===== src/rtl/logic_unit_pipe_if.sv =====
// Command/result bundle for logic_unit_pipe.
// The slave modport is the unit; the master modport is the command source and result sink.
interface logic_unit_pipe_if #(
    parameter int WIDTH = 8
);
    logic             in_valid;
    logic             in_ready;
    logic [WIDTH-1:0] a;
    logic [WIDTH-1:0] b;
    logic [2:0]       op;
    logic             acc_en;
    logic             acc_clr;
    logic             out_valid;
    logic             out_ready;
    logic [WIDTH-1:0] out;
    logic             zero;
    logic             ones;
    logic             parity;
    logic             op_err;

    modport master (
        output in_valid, a, b, op, acc_en, acc_clr, out_ready,
        input  in_ready, out_valid, out, zero, ones, parity, op_err
    );

    modport slave (
        input  in_valid, a, b, op, acc_en, acc_clr, out_ready,
        output in_ready, out_valid, out, zero, ones, parity, op_err
    );
endinterface


===== src/rtl/logic_unit_pipe.sv =====
// Single-stage registered bitwise logic unit with valid/ready handshake,
// result status flags and an accumulator that can stand in for operand B.
module logic_unit_pipe #(
    parameter int WIDTH = 8
) (
    input logic              clk,
    input logic              rst_n,
    logic_unit_pipe_if.slave bus
);
    logic [WIDTH-1:0] opb;
    logic [WIDTH-1:0] res;
    logic             res_err;
    logic             accept;
    logic             xfer;

    logic [WIDTH-1:0] out_q, out_d;
    logic [WIDTH-1:0] acc_q, acc_d;
    logic             vld_q, vld_d;
    logic             zero_q, zero_d;
    logic             ones_q, ones_d;
    logic             par_q, par_d;
    logic             err_q, err_d;

    assign bus.in_ready = !vld_q || bus.out_ready;
    assign accept       = bus.in_valid && bus.in_ready;
    assign xfer         = vld_q && bus.out_ready;

    always_comb begin
        opb     = bus.acc_en ? acc_q : bus.b;
        res     = '0;
        res_err = 1'b0;
        case (bus.op)
            3'd0:    res = bus.a & opb;
            3'd1:    res = bus.a | opb;
            3'd2:    res = ~bus.a;
            3'd3:    res = ~(bus.a & opb);
            3'd4:    res = ~(bus.a | opb);
            3'd5:    res = bus.a ^ opb;
            3'd6:    res = ~(bus.a ^ opb);
            default: res_err = 1'b1;
        endcase
    end

    // Flags are captured with the result so they always describe out_q.
    always_comb begin
        out_d  = out_q;
        vld_d  = vld_q;
        zero_d = zero_q;
        ones_d = ones_q;
        par_d  = par_q;
        err_d  = err_q;
        acc_d  = acc_q;
        if (accept) begin
            out_d  = res;
            vld_d  = 1'b1;
            zero_d = (res == '0);
            ones_d = (res == '1);
            par_d  = ^res;
            err_d  = res_err;
            acc_d  = res;
        end else if (xfer) begin
            vld_d = 1'b0;
        end
        if (bus.acc_clr) begin
            acc_d = '0;
        end
    end

    always_ff @(posedge clk) begin
        if (!rst_n) begin
            out_q  <= '0;
            acc_q  <= '0;
            vld_q  <= 1'b0;
            zero_q <= 1'b1;
            ones_q <= 1'b0;
            par_q  <= 1'b0;
            err_q  <= 1'b0;
        end else begin
            out_q  <= out_d;
            acc_q  <= acc_d;
            vld_q  <= vld_d;
            zero_q <= zero_d;
            ones_q <= ones_d;
            par_q  <= par_d;
            err_q  <= err_d;
        end
    end

    assign bus.out_valid = vld_q;
    assign bus.out       = out_q;
    assign bus.zero      = zero_q;
    assign bus.ones      = ones_q;
    assign bus.parity    = par_q;
    assign bus.op_err    = err_q;
endmodule


===== src/flat_wrapper.sv =====
// flat-port wrapper written by rule: the top's interface ports become plain ports
module logic_unit_pipe_flat 
#(
    parameter int WIDTH = 8
)
  (clk, rst_n, bus_in_valid, bus_a, bus_b, bus_op, bus_acc_en, bus_acc_clr, bus_out_ready, bus_in_ready, bus_out_valid, bus_out, bus_zero, bus_ones, bus_parity, bus_op_err);
  logic_unit_pipe_if #(.WIDTH(WIDTH)) bus_i ();
  input logic clk;
  input logic rst_n;
  input wire logic [$bits(bus_i.in_valid)-1:0] bus_in_valid;
  input wire logic [$bits(bus_i.a)-1:0] bus_a;
  input wire logic [$bits(bus_i.b)-1:0] bus_b;
  input wire logic [$bits(bus_i.op)-1:0] bus_op;
  input wire logic [$bits(bus_i.acc_en)-1:0] bus_acc_en;
  input wire logic [$bits(bus_i.acc_clr)-1:0] bus_acc_clr;
  input wire logic [$bits(bus_i.out_ready)-1:0] bus_out_ready;
  output wire logic [$bits(bus_i.in_ready)-1:0] bus_in_ready;
  output wire logic [$bits(bus_i.out_valid)-1:0] bus_out_valid;
  output wire logic [$bits(bus_i.out)-1:0] bus_out;
  output wire logic [$bits(bus_i.zero)-1:0] bus_zero;
  output wire logic [$bits(bus_i.ones)-1:0] bus_ones;
  output wire logic [$bits(bus_i.parity)-1:0] bus_parity;
  output wire logic [$bits(bus_i.op_err)-1:0] bus_op_err;
  assign bus_i.in_valid = bus_in_valid;
  assign bus_i.a = bus_a;
  assign bus_i.b = bus_b;
  assign bus_i.op = bus_op;
  assign bus_i.acc_en = bus_acc_en;
  assign bus_i.acc_clr = bus_acc_clr;
  assign bus_i.out_ready = bus_out_ready;
  assign bus_in_ready = bus_i.in_ready;
  assign bus_out_valid = bus_i.out_valid;
  assign bus_out = bus_i.out;
  assign bus_zero = bus_i.zero;
  assign bus_ones = bus_i.ones;
  assign bus_parity = bus_i.parity;
  assign bus_op_err = bus_i.op_err;
  logic_unit_pipe #(.WIDTH(WIDTH)) u_core (.clk(clk), .rst_n(rst_n), .bus(bus_i));
endmodule

===== config.mk =====
export PLATFORM = sky130hd
export DESIGN_NAME = logic_unit_pipe_flat
export DESIGN_NICKNAME = d
export VERILOG_FILES = /design/src/rtl/logic_unit_pipe_if.sv /design/src/rtl/logic_unit_pipe.sv /design/src/flat_wrapper.sv
export SDC_FILE = /design/constraint.sdc
export NUM_CORES = 1
export LEC_CHECK = 0
export BUFFER_PORTS_ARGS = -buffer_cell sky130_fd_sc_hd__buf_4
export CORE_MARGIN = 2
export CORE_UTILIZATION = 25
export CTS_BUF_LIST = sky130_fd_sc_hd__clkbuf_16
export CTS_CLUSTER_SIZE = 16
export DETAILED_ROUTE_END_ITERATION = 7
export PLACE_DENSITY = 0.53
export SLEW_MARGIN = 20
export SYNTH_ARGS = -nofsm -noshare
export SYNTH_HDL_FRONTEND = slang
export SYNTH_SLANG_ARGS = --single-unit

===== constraint.sdc =====
create_clock -name clk -period 3.35 [get_ports clk]
set_input_delay 0.67 -clock clk [delete_from_list [all_inputs] [get_ports clk]]
set_output_delay 0.67 -clock clk [all_outputs]
set_load 0.01 [all_outputs]

* Word level (Yosys, flattened, before mapping)
Index checks and enable logic that the tools add are counted.
** Operators by class
- Reductions and logical operators :: 10
- Muxes and demuxes :: 5
- Bitwise gates (word level) :: 8
- Equal/unequal tests :: 7
** Operators with widths (count)
- 8-bit one-hot mux with 7 select lines :: 1
- 8-bit inverter :: 4
- 3-bit equality test (second input constant) :: 3
- 8-bit AND :: 1
- 8-bit equality test (second input constant) :: 1
- 8-bit logical NOT :: 1
- 8-bit 2-to-1 mux :: 1
- 8-bit OR :: 1
- 8-bit XOR reduction :: 1
- 8-bit XOR :: 1
- 7-bit OR reduction :: 1
- 3-bit by 2-bit equality test with 1-bit output (second input constant) :: 2
- 3-bit by 1-bit equality test with 1-bit output (second input constant) :: 1
- 3-bit logical NOT :: 1
- 1-bit 2-to-1 mux :: 3
- 1-bit logical AND :: 2
- 2-bit nonzero test :: 1
- 2-bit OR reduction :: 1
- 1-bit logical NOT :: 1
- 1-bit logical OR :: 1
- 1-bit inverter :: 1
** Storage, ports and cells
- Input port bits :: 25
- Bits in registers :: 21

* Logic depth before layout (Yosys ltp)
Gate-level depths: netlist of run 1.
- Word-level depth :: 5
- Gate-level depth with buffers :: 13
- Depth with buffers taken out :: 12

* Worst setup path after synthesis of run 1
OpenSTA, ideal clock, no wires.
- Kind :: in2reg
- From :: input bus_acc_en
- To :: register u_core.par_q (netlist: u_core.bus.parity)
- Data required time :: 3234 ps
- Stages :: 12
- Setup slack :: 312 ps
- Arrival time :: 2922 ps
- Buffers on the path :: 1
- Path through :: clkbuf_1 mux2i_1 ha_1 nor2b_1 a21oi_1 a211o_1 and2_1 ha_1 xor2_1 xnor2_1 nand2_1 o211a_1
** On the way
- Word-level cells in the longest chain between the ends :: 5
- Elaborated cells on any way between the ends :: 9
- Classes of those cells :: mux (2); bitwise (6); reduce/logical (1)
** RTL lines
- start, declared :: line flat_wrapper.sv:14 : input wire logic [$bits(bus_i.acc_en)-1:0] bus_acc_en;
- 8-bit 2-to-1 mux * :: line logic_unit_pipe.sv:29 : opb = bus.acc_en ? acc_q : bus.b;
- 8-bit XOR (tied with other cells) :: line logic_unit_pipe.sv:38, logic_unit_pipe.sv:39
- 8-bit inverter, on equally long branches :: line logic_unit_pipe.sv:39, logic_unit_pipe.sv:36, logic_unit_pipe.sv:37
- 8-bit one-hot mux with 7 select lines * :: line logic_unit_pipe.sv:32 : case (bus.op)
- 8-bit XOR reduction * :: line logic_unit_pipe.sv:58 : par_d = ^res;
- end signal, assigned :: line logic_unit_pipe.sv:84 : par_q <= par_d;
- end, declared :: line logic_unit_pipe.sv:21 : logic par_q, par_d;
Every way passes the cells marked *; elsewhere a longest branch is shown, timed or not.
A chain may end at the register's enable or synchronous reset.

* Final worst setup path of run 1
Same ends and word-level chain as after synthesis.

==> results.toml, run 1 <==
[run_status]
outcome = "finished clean"

[power_and_ir_drop]
finalPower_uw = 793
peakVddDrop_mv = 0.197
powerDensity_mw_per_mm2 = 350
power_frac_clock_pct = 32.1
p_int_uw = 553
p_sw_uw = 240
p_leak_nw = 1.09
combPwrFrac_pct = 33.1
switching_share_pct = 30.3
seq_power_share_pct = 34.9

[floorplan]
core-area_mm2 = 0.00718
die-width_um = 89.6
dieArea_mm2 = 0.00803
num_rows = 31
die_h_um = 89.6
start_util_pct = 25.5
ioPinCount = 39

[global_routing]
grt_pass1_vias = 1513
track_usage_pct = 11.3
grt_pass1_wl_um = 7140
grt-ovfl-total = 0
antenna_found_initial = 0
grt_max_degree = 28

[placed_design]
place_hpwl_um = 3500
port_buffers = 38
pre_cts_ws_ns = 0.315
place.gp.congestion = 0.811

[route]
drt-total-wl_um = 4540
drc_errors = 0
vias_per_cell = 4.71
first_pass_iters = 4
drt.antenna.violating_nets = 0
wl_per_cell_um = 13.1
num_vias = 1636
drt_iter0_drc = 88

[synthesis]
yosysTopAreaCellShare_pct = 23.0
ys_seq_area_share_pct = 23.0
avgSynthCellArea_um2 = 8.40
synth_top_flop_cell = "dfxtp_1"
yosysTopAreaCell = "dfxtp_1"
syn_area_mm2 = 0.00183
synth_cell_types = 49
yosys-top-cells-area = "dfxtp_1 23%, ha_1 16%, mux2i_1 7.1%"
syn_inst = 218
async_flop_share_pct = 0
synth_seq_cells = 21
yosysWarnings = 0
synth_fp_nets = 267
synth_edf_count = 0

[timing]
worst_slack_ns = 0.598
drv_slew = 0
finClkSkew_ns = 0.00198
hold_viol_final = 0
worst_pin_slew_ns = 0.771
max_freq_ghz = 0.363
layout_min_cycle_time_ns = 2.75
finalSetupViolations = 0
grt_setup_unrepaired = "false"
finalSetupTns_ns = 0
layout_worst_path_cycle_share_pct = 82.1
relSlewSlack_pct = 48.6

[cells_and_area]
drive_gt1_share_pct = 22.6
final_util_pct = 31.6
multi_input_area_mm2 = 0.00125
regArea_um2 = 420
fillCellCount = 749
fin_nets = 298
area_growth_pct = 23.9
n_antenna_cell = 0

[clock_network]
clk_path_buf_depth = 2
clk_latency_ns = 0.25
cts_resized = 0
cts_setup_buffers = 0
cts.sinks = 21
cts_hold_buf = 0
cts_buffers = 3
clk_pin_slew_ns = 0.06
cts_root_buf = "clkbuf_16"
htreeDepth = 1
cts_tree = "done"

[setup_path]
critPathTopFamily = "compound AO/OA/AOI/OAI gates"
crit_path_start = "bus_acc_en"
worst_setup_path_start_kind = "input pin"
critPathBufInv = 1
slowest_delay_ns = 0.37
cp_num_cells = 12
arrival_ns = 2.90
crit_chain = "buf_4, mux2i_1, ha_1, nor2b_1, a21oi_1, a211o_1, and2_1, ha_1, xor2_1, xnor2_1, nand2_1, o211a_1"
crit_slowest_cell = "a211o_1"
criticalPathCategory = "in -> reg"
rr_worst_depth = 11
crit_top_cell = "ha_1"
cp_max_fo = 8
end_kind = "register"
rr_startpoint = "u_core.acc_q[1]"
critPathRequiredTime_ns = 3.50

[min_path]
worstHoldPathType = "reg -> reg"
hp-start = "u_core.bus.ones"
hold_path_depth = 2

[run]
maxCapViolations = 0
==> cell usage in the layout (no fill, tap or decap), types with 2 or more instances in the layout <==
cell,n
ha_1,24
and2_1,4
a211o_1,4
o21ai_0,15
dfxtp_1,21
clkbuf_16,3
nand2b_1,5
o21a_1,2
a31oi_1,6
xor2_1,2
or2b_1,2
buf_4,41
nor2b_1,6
mux2i_1,13
a21boi_0,2
nand3_1,5
nand2_1,11
o31a_1,6
o211ai_1,2
a32o_1,3
or2_2,2
mux2_2,2
nor2_1,5
inv_1,22
a22oi_1,4
a21oi_1,14
==> power groups by stage <==
stage	logic [mW]	registers [mW]	clock network [mW]
4_1_cts	0.265	0.277	0.261
3_5_place_dp	0.264	0.282	0
3_3_place_gp	0.263	0.283	0
2_1_floorplan	0.173	0.287	0
6_report	0.262	0.277	0.254
5_1_grt	0.297	0.278	0.267
==> layer usage <==
| layer | GRT usage (%) | vias up | part of all wire [%] |
|---|---|---|---|
| li1 | - | 836 | - |
| met1 | 15.7 | 760 | 49 |
| met2 | 18.2 | 36 | 46 |
| met3 | 2.83 | 4 | 4.0 |
| met4 | 1.36 | 0 | 0.68 |
| met5 | 0 | - | 0 |
==> kinds of logic (layout without fill, tap and decap cells) <==
| kind of cell | Yosys count | in the layout | synth area share, % |
|---|---|---|---|
| flops | 21 | 21 | 23.0 |
| buf+inv | 38 | 68 | 8.74 |
| xor+xnor | 3 | 3 | 1.43 |
| mux | 15 | 15 | 8.33 |
| compound gates | 66 | 66 | 25.3 |
| fa+ha+maj | 24 | 24 | 16.4 |
| simple gates | 51 | 51 | 16.8 |
==> path summary, 6_finish.rpt <==
check                 endpoint  slack [ns]
max          u_core.bus.parity        0.60
min            u_core.bus.ones        0.47
max reg2reg  u_core.bus.parity        0.95
min reg2reg    u_core.bus.ones        0.47
==> registers in the layout, summed over array words and instances, names as in the netlist <==
| name | count |
|---|---|
| u_core.acc_q | 8 |
| u_core.bus.ones | 1 |
| u_core.bus.op_err | 1 |
| u_core.bus.out | 8 |
| u_core.bus.out_valid | 1 |
| u_core.bus.parity | 1 |
| u_core.bus.zero | 1 |
==> worst reg2reg max path: cells and delay by family, from the launching register on <==
| kind | cells | cell delay [ns] |
|---|---|---|
| flip-flops | 1 | 0.31 |
| AND/OR/NAND/NOR | 3 | 0.34 |
| multiplexers | 1 | 0.20 |
| adder cells (fa/ha/maj) | 2 | 0.56 |
| AO/OA/AOI/OAI | 3 | 0.57 |
| XOR/XNOR | 2 | 0.31 |
==> synthesized netlist by cell type (all sizes together) (3+ instances only) <==
cell type and number:
a211o 4, a21oi 14, a22oi 4, a31oi 6, a32o 3, and2 5, buf 9, clkbuf 6
dfxtp 21, ha 24, inv 23, mux2i 13, nand2 11, nand2b 5, nand3 5, nor2 5
nor2b 6, o21ai 15, o31a 6
==> area by class of cell <==
type,count,share of cell area (%)
multi-input combinational,159,55.1
sequential,21,18.5
timing repair buffer,41,13.6
tap,99,5.46
inverter,23,3.80
clock buffer,3,3.31
clock inverter,1,0.221
==> through the flow <==
stage / std cells / area [µm²] / hold slack, ns
floorplan: 218 / 1830 / 0.469
CTS: 347 / 2270 / 0.470
global route: 347 / 2270 / 0.500
global placement: 343 / 2190 / 0.458
finish: 347 / 2270 / 0.468
detailed placement: 343 / 2190 / 0.463
No activity file was read; power rests on OpenSTA's default activity.
==> run 2, diff against run 1 <==
--- a/config.mk
+++ b/config.mk
@@ -11,7 +11,7 @@
 export CTS_BUF_LIST = sky130_fd_sc_hd__clkbuf_16
 export CTS_CLUSTER_SIZE = 16
 export DETAILED_ROUTE_END_ITERATION = 7
-export PLACE_DENSITY = 0.53
+export PLACE_DENSITY = 0.54
 export SLEW_MARGIN = 20
 export SYNTH_ARGS = -nofsm -noshare
 export SYNTH_HDL_FRONTEND = slang
==> constraint.sdc (replaced) <==
create_clock -name clk -period 2.25 [get_ports clk]
set_input_delay 0.45 -clock clk [delete_from_list [all_inputs] [get_ports clk]]
set_output_delay 0.45 -clock clk [all_outputs]
set_load 0.01 [all_outputs]
==> run 2 against run 1 <==
The run now ends with negative setup slack left. Global-route usage is 1.2 points higher. Final area is 25% higher. Non-clock buffer count is 44 higher. Count of clock-buffer cells in the layout stayed put. Cell count is 13% higher. Utilization is 8.0 points higher. Sequential power is 50% higher. Clock power is 43% higher. Worst setup slack worse by 0.70 ns. Total power is 67% higher. Largest power group is now combinational logic.
==> results.toml, run 2 (synthesis gave the netlist of run 1 again) <==
[setup_path]
critPathRequiredTime_ns = 2.39
arrival_ns = 2.49
cp_max_fo = 8
criticalPathCategory = "in -> reg"
worst_setup_path_start_kind = "input pin"
crit_chain = "buf_16, mux2i_4, buf_4, ha_4, mux2_2, o211ai_1, o221ai_2, ha_1, xor2_1, xnor2_1, nand2_1, o211a_1"
crit_slowest_cell = "ha_1"
end_kind = "register"
slowest_delay_ns = 0.31

[route]
vias_per_cell = 4.62
drt_iter0_drc = 48
drt-total-wl_um = 5140
drc_errors = 0
wl_per_cell_um = 13.2
drt.antenna.violating_nets = 0
num_vias = 1805
first_pass_iters = 6

[floorplan]
num_rows = 31
start_util_pct = 25.5
die_h_um = 89.6
die-width_um = 89.6
core-area_mm2 = 0.00718
ioPinCount = 39
dieArea_mm2 = 0.00803

[power_and_ir_drop]
switching_share_pct = 29.5
combPwrFrac_pct = 41.2
power_frac_clock_pct = 27.4
powerDensity_mw_per_mm2 = 466
p_leak_nw = 1.32
seq_power_share_pct = 31.4
peakVddDrop_mv = 0.269
p_sw_uw = 391
p_int_uw = 933

[timing]
layout_worst_path_cycle_share_pct = 104
relSlewSlack_pct = 50.6
finalSetupViolations = 2
worst_pin_slew_ns = 0.742
hold_viol_final = 0
max_freq_ghz = 0.426
grt_setup_unrepaired = "true"
drv_slew = 0
worst_slack_ns = -0.0996
finalSetupTns_ns = -0.148
layout_min_cycle_time_ns = 2.35
finClkSkew_ns = 0.00325

[run]
maxCapViolations = 0

[global_routing]
track_usage_pct = 12.5
grt-ovfl-total = 0
grt_pass1_wl_um = 7910
antenna_found_initial = 0
grt_max_degree = 26
grt_pass1_vias = 1687

[run_status]
outcome = "complete, but fails checks"
violations = "negative setup slack"

[clock_network]
cts_root_buf = "clkbuf_16"
clk_path_buf_depth = 2
cts.sinks = 21
clk_latency_ns = 0.25
htreeDepth = 1
cts_tree = "done"
clk_pin_slew_ns = 0.05
cts_buffers = 3

[cells_and_area]
final_util_pct = 39.6
final_common_cell = "buf_4"
area_growth_pct = 55.1
regArea_um2 = 420
multi_input_area_mm2 = 0.00145
final_cell_mix = "81 x buf_4, 22 x inv_1, 21 x dfxtp_1"
fillCellCount = 755
n_antenna_cell = 0
drive_gt1_share_pct = 42.1
fin_nets = 342

[placed_design]
place_hpwl_um = 3910
pre_cts_ws_ns = -0.477
port_buffers = 38
place.gp.congestion = 0.895

[min_path]
worstHoldPathType = "reg -> reg"
[run 2: final cells by class]
| type | count | area share, % |
|---|---|---|
| clock buffer | 3 | 2.64 |
| clock inverter | 1 | 0.132 |
| inverter | 23 | 3.13 |
| multi-input combinational | 159 | 51.1 |
| sequential | 21 | 14.8 |
| tap | 99 | 4.36 |
| timing repair buffer | 85 | 23.9 |
[run 2: metrics by stage]
| stage | instance area (µm²) | power, mW | cells | hold WS (ns) |
|---|---|---|---|---|
| final | 2840 | 1.32 | 391 | 0.452 |
| after global routing | 2840 | 1.42 | 391 | 0.484 |
| after CTS | 2640 | 1.27 | 388 | 0.459 |
| after detailed placement | 2490 | 0.886 | 382 | 0.460 |
| after global placement | 2490 | 0.884 | 382 | 0.456 |
| after floorplan | 1850 | 0.689 | 218 | 0.469 |
[run 2: layer usage]
| metal | share of wire, % | GRT usage [%] | up-vias |
|---|---|---|---|
| met5 | 0 | 0 | - |
| met4 | 0 | 1.63 | 0 |
| met3 | 3.1 | 2.10 | 0 |
| met2 | 50 | 21.0 | 28 |
| met1 | 47 | 17.2 | 851 |
| li1 | - | - | 926 |
[run 2: worst max-delay path: cells and delay by family]
family | cells | cell delay, ns
buffers and inverters | 2 | 0.28
muxes | 2 | 0.43
AOI/OAI and AO/OA | 3 | 0.47
xor gates and xnor gates | 2 | 0.33
and+or+nand+nor | 1 | 0.07
adders and majority gates | 2 | 0.46
[run 2: path summary, 6_finish.rpt]
check             startpoint                end  slack (ns)  depth (start not counted)
max reg2reg  u_core.acc_q[6]  u_core.bus.parity       -0.05                         11
max               bus_acc_en  u_core.bus.parity        -0.1                         12
min reg2reg  u_core.bus.ones    u_core.bus.ones        0.45                          2
min          u_core.bus.ones    u_core.bus.ones        0.45                          2
[run 2: repair_timing]
action,4_1_cts,5_1_grt
buffers inserted,2,3
gates resized for setup,10,30
hold buffers,0,0
pin swaps,5,14
endpoints found under the setup margin,2,2
[run 2: power by group through the flow]
stage | sequential [mW] | combinational (mW) | clock, mW
2_1_floorplan | 0.427 | 0.262 | 0
3_3_place_gp | 0.422 | 0.462 | 0
3_5_place_dp | 0.422 | 0.464 | 0
4_1_cts | 0.416 | 0.481 | 0.373
5_1_grt | 0.419 | 0.611 | 0.389
6_report | 0.416 | 0.545 | 0.363
